### src/rtl/pipe_delay_pkg.sv
// Shared constants for the credit-based receive end of a fixed-latency delay pipe.
package pipe_delay_pkg;
   localparam int DEF_NBITS = 8;
   localparam int DEF_LAT   = 3;

   function automatic int credit_w(input int depth);
      return $clog2(depth + 1);
   endfunction
endpackage

### src/rtl/pipe_delay_rx_queue.sv
// Circular landing queue for words leaving the delay pipe; writes while full are dropped and flagged.
module pipe_delay_rx_queue
   import pipe_delay_pkg::*;
#(
   parameter int NBITS = DEF_NBITS,
   parameter int DEPTH = 5
) (
   input  logic             clk,
   input  logic             rst_n,
   input  logic             i_enq,
   input  logic [NBITS-1:0] i_data,
   input  logic             i_deq,
   output logic [NBITS-1:0] o_data,
   output logic             o_empty,
   output logic             o_full,
   output logic             o_overflow
);
   localparam int PW = (DEPTH > 1) ? $clog2(DEPTH) : 1;
   localparam int CW = credit_w(DEPTH);

   logic [NBITS-1:0] r_mem [DEPTH];
   logic [PW-1:0]    r_wptr, r_rptr;
   logic [CW-1:0]    r_count;
   logic             r_overflow;
   logic             w_enq, w_deq;

   assign o_full     = (r_count == CW'(DEPTH));
   assign o_empty    = (r_count == '0);
   assign w_enq      = i_enq && !o_full;
   assign w_deq      = i_deq && !o_empty;
   assign o_data     = r_mem[r_rptr];
   assign o_overflow = r_overflow;

   // Pointers wrap explicitly so DEPTH need not be a power of two.
   function automatic logic [PW-1:0] inc_ptr(input logic [PW-1:0] p);
      return (p == PW'(DEPTH - 1)) ? '0 : p + PW'(1);
   endfunction

   always_ff @(posedge clk or negedge rst_n) begin
      if (!rst_n) begin
         for (int i = 0; i < DEPTH; i++) r_mem[i] <= '0;
         r_wptr     <= '0;
         r_rptr     <= '0;
         r_count    <= '0;
         r_overflow <= 1'b0;
      end else begin
         if (w_enq) begin
            r_mem[r_wptr] <= i_data;
            r_wptr        <= inc_ptr(r_wptr);
         end
         if (w_deq) r_rptr <= inc_ptr(r_rptr);
         if (w_enq && !w_deq)      r_count <= r_count + CW'(1);
         else if (!w_enq && w_deq) r_count <= r_count - CW'(1);
         if (i_enq && o_full) r_overflow <= 1'b1;
      end
   end
endmodule

### src/rtl/pipe_delay_credit_rx.sv
// Credit issuer plus landing queue: the sender may inject only while credits remain,
// so the non-stallable pipe can never deliver more words than the queue has room for.
module pipe_delay_credit_rx
   import pipe_delay_pkg::*;
#(
   parameter int NBITS = DEF_NBITS,
   parameter int DEPTH = 5
) (
   input  logic                       clk,
   input  logic                       rst_n,
   input  logic                       send_val,
   output logic                       send_rdy,
   input  logic                       in_val,
   input  logic [NBITS-1:0]           in_,
   output logic                       out_val,
   input  logic                       out_rdy,
   output logic [NBITS-1:0]           out,
   output logic [credit_w(DEPTH)-1:0] credits,
   output logic                       overflow
);
   localparam int CW = credit_w(DEPTH);

   logic [CW-1:0] r_credits;
   logic          w_send, w_deq, w_empty, w_full;

   assign send_rdy = (r_credits != '0);
   assign w_send   = send_val && send_rdy;
   assign out_val  = !w_empty;
   assign w_deq    = out_val && out_rdy;
   assign credits  = r_credits;

   // A credit is spent on send and returned when the word leaves the queue.
   always_ff @(posedge clk or negedge rst_n) begin
      if (!rst_n) begin
         r_credits <= CW'(DEPTH);
      end else if (w_send && !w_deq) begin
         r_credits <= r_credits - CW'(1);
      end else if (w_deq && !w_send && r_credits != CW'(DEPTH)) begin
         r_credits <= r_credits + CW'(1);
      end
   end

   pipe_delay_rx_queue #(.NBITS(NBITS), .DEPTH(DEPTH)) u_queue (
      .clk        (clk),
      .rst_n      (rst_n),
      .i_enq      (in_val),
      .i_data     (in_),
      .i_deq      (w_deq),
      .o_data     (out),
      .o_empty    (w_empty),
      .o_full     (w_full),
      .o_overflow (overflow)
   );

   logic w_unused;
   assign w_unused = w_full;
endmodule

### config.mk
export PLATFORM = sky130hd
export DESIGN_NAME = pipe_delay_credit_rx
export DESIGN_NICKNAME = d
export VERILOG_FILES = /design/src/rtl/pipe_delay_pkg.sv /design/src/rtl/pipe_delay_rx_queue.sv /design/src/rtl/pipe_delay_credit_rx.sv
export SDC_FILE = /design/constraint.sdc
export NUM_CORES = 1
export LEC_CHECK = 0
export ABC_AREA = 1
export BUFFER_PORTS_ARGS = -buffer_cell sky130_fd_sc_hd__clkbuf_2
export CAP_MARGIN = 20
export CORE_ASPECT_RATIO = 0.5
export CORE_MARGIN = 3
export CORE_UTILIZATION = 35
export DETAILED_ROUTE_END_ITERATION = 16
export GPL_ROUTABILITY_DRIVEN = 0
export GPL_TIMING_DRIVEN = 0
export HOLD_SLACK_MARGIN = 0.15
export REMOVE_ABC_BUFFERS = 1
export SLEW_MARGIN = 20
export SYNTH_ARGS = -nofsm -noshare
export SYNTH_HDL_FRONTEND = slang
export SYNTH_HIERARCHICAL = 1
export SYNTH_SLANG_ARGS = --single-unit
### constraint.sdc
create_clock -name clk -period 3.6 [get_ports clk]
set_clock_uncertainty 0.2 [all_clocks]
set_input_delay 0.36 -clock clk [delete_from_list [all_inputs] [get_ports clk]]
set_output_delay 0.36 -clock clk [all_outputs]
set_load 0.1 [all_outputs]
==> reports/results.tsv <==
stage	metric	value	unit
yosys	warnings from Yosys	6	
setup_path	Worst path most repeated cell	nand2_1	
yosys	Synth cell types	25	
floorplan	core area	0.00768	mm2
sta	setup TNS	0	ps
cts	H-tree levels	2	
sta	Tmin final	2820	ps
cells_and_area	Util after Layout	42.5	%
yosys	dominant synthesized flop cell	dfrtp_1	
detailed_routing	wire length on met2	2.98	mm
min_path	hold path start	in_[4]	
floorplan	die height	70.4	um
setup_path	CP required	3040	ps
global_routing	vias in the first global route	2200	
floorplan	FP Rows	22	
global_routing	largest net degree at the start of global routing	54	
setup_path	Setup Crit Path Kind	register to output port	
cells_and_area	commonest non-fill, non-tap cells in the layout	nand2_1 (133), nand3_1 (72), dfrtp_1 (51), inv_1 (29), clkbuf_2 (25)	
global_routing	grt ovf	0	
cts	Num CTS Buffers	5	
yosys	Avg Synthesized Cell Area	7.92	um2
cts	post-CTS resize count	0	
detailed_routing	Detailed Route WL	6.96	mm
cells_and_area	nets	411	
setup_path	CP cell instances	nor3_2 > nand2_1 > nand2_1 > clkbuf_2	
cts	worst skew pair latency	280	ps
sta	FMAX	355	MHz
setup_path	worst-path fanout max	19	
cells_and_area	commonest non-fill, non-tap cell in the layout	nand2_1	
detailed_routing	vias per cell	4.80	
cells_and_area	Area growth, synth to finish	12.4	%
placed_design	post-placement setup slack	796	ps
yosys	Yosys reg bits	53	
global_routing	initial antenna violation count	0	
yosys	sequential share of the synthesized area	45.7	%
sta	final-report setup violation count	0	
cts	clk sinks	53	
placed_design	placed wire-length estimate	4.54	mm
sta	max-slew violations	0	
detailed_routing	post-route ant nets	0	
floorplan	# IOs	27	
sta	Final WS setup	782	ps
sta	RSZ-0062 raised after global routing	false	
cts	# hold bufs at CTS	1	
setup_path	highest-delay cell along the critical path	dfrtp_1	
setup_path	worst path arrival time	2260	ps
cts	CTS tree	built	
cts	clock slew at reported path FFs	70	ps
floorplan	Die ar.	0.00950	mm2
global_routing	first-pass GRT wire length	11.5	mm
floorplan	die width	135	um
setup_path	Crit. End Element	output port	
sta	Max-Slew Margin vs Limit	29.0	%
min_path	HP Class	input port to register	
placed_design	I/O Buffers	26	
detailed_routing	post-DR wirelength/cell	13.9	um
detailed_routing	WL met3	495	um
global_routing	overall routing resource usage	15.3	%
yosys	Synth Instances	367	
cts	setup bufs post-CTS	0	
cells_and_area	share of layout cells above drive strength 1	16.3	%
detailed_routing	residual DRC count	0	
cells_and_area	Layout Cells excl Fill	500	
cells_and_area	antenna cell count	0	
yosys	number of synthesized flops with an enable pin	0	
detailed_routing	Starting DRT DRC Count	195	
sta	Worst-Margin Slew	1060	ps
detailed_routing	DRT Pass-1 Iters	4	
outcome	status	complete, no violations	
sta	final cycle utilization of the critical path	78.3	%
yosys	asr flop ratio synth	100	%
job	Max Cap Viol	0	
setup_path	CP Launch Point	u_queue/r_rptr[0]$_DFFE_PN0P_	
placed_design	placed cell count	491	
sta	Hold Vio Cnt, Final	0	
cts	CTS Buffer Depth	2	
cts	clock root cell	clkbuf_16	
setup_path	R2R Path Start	u_queue/r_count[0]$_DFFE_PN0P_	
floorplan	initial core utilization	37.8	%
detailed_routing	highest metal layer with signal wires	met4	
setup_path	Critical Path Source Type	register	
detailed_routing	DR vias	2399	
yosys	Synth Cell Area	0.00291	mm2
detailed_routing	Met1 Wirelength	3.42	mm
setup_path	largest stage delay on the critical path	660	ps
-- metal layers --
metal | global-route usage (%) | vias to the layer above
li1 | - | 1219
met1 | 23.2 | 1116
met2 | 21.9 | 60
met3 | 3.53 | 4
met4 | 3.61 | 0
met5 | 0 | -
-- final timing paths --
path | slack, ps | to | depth (start not counted)
setup reg to reg | 810 | u_queue/r_count[2]$_DFFE_PN0P_ | 9
max in group asynchronous | 2210 | u_queue/r_count[2]$_DFFE_PN0P_ | 2
min in group asynchronous | 510 | u_queue/r_mem[30]$_DFFE_PN0P_ | 2
hold reg to reg | 270 | u_queue/r_mem[11]$_DFFE_PN0P_ | 2
hold / removal | 190 | u_queue/r_mem[4]$_DFFE_PN0P_ | 3
setup / recovery | 780 | out[3] | 4
-- registers in the layout, summed over array words and instances (netlist names) --
name and count:
credits 3, u_queue/o_overflow 1, u_queue/r_count 3, u_queue/r_mem 40, u_queue/r_rptr 3, u_queue/r_wptr 3
-- cells in the mapped netlist, types with 3 or more instances --
| cell | instances | share of area [%] |
|---|---|---|
| nand2_1 | 133 | 17 |
| nand3_1 | 72 | 12 |
| dfrtp_1 | 51 | 44 |
| inv_1 | 29 | 3.7 |
| o21bai_1 | 18 | 4.7 |
| inv_2 | 11 | 1.4 |
| buf_2 | 8 | 1.4 |
| ha_1 | 5 | 2.2 |
| nand2_2 | 5 | 1.1 |
| nor2_4 | 4 | 1.6 |
| nand3_2 | 3 | 1.0 |
| nor2_1 | 3 | 0.39 |
| o21ai_0 | 3 | 0.52 |
| o21ai_1 | 3 | 0.52 |
| xnor2_1 | 3 | 0.90 |
-- area by class of cell --
cell class / count / area [um2]
fillers: 801 / 4410
multi-input cells: 264 / 1370
flip-flops and latches: 53 / 1330
inverters: 40 / 150
repair buffers: 27 / 143
well taps: 108 / 135
clock buffers: 7 / 133
clock inverters: 1 / 5.00
-- critical path: cells and delay by family (launching register included) --
kind / cells / cell delay, ps
and+or+nand+nor: 3 / 860
DFF: 1 / 660
buffers and inverters: 1 / 450
-- stage by stage --
| step | instance area [um2] | hold slack [ps] |
|---|---|---|
| final | 3270 | 188 |
| after global routing | 3270 | 196 |
| after CTS | 3270 | 186 |
| after detailed placement | 3120 | 258 |
| after global placement | 3120 | 253 |
| after floorplan | 2850 | -136 |
-- cell families (layout without fill, tap and decap cells) --
| kind of cell | count (synthesis) | after routing | synth area share, % |
|---|---|---|---|
| DFF | 53 | 53 | 45.7 |
| xor gates and xnor gates | 3 | 3 | 0.905 |
| adders and majority gates | 7 | 7 | 3.53 |
| buffers and inverters | 50 | 75 | 7.06 |
| AOI/OAI and AO/OA | 25 | 25 | 5.86 |
| and+or+nand+nor | 229 | 229 | 36.9 |
Power is not shown: default switching activity piles up to over one toggle a cycle in this logic, so the estimate is an artifact.
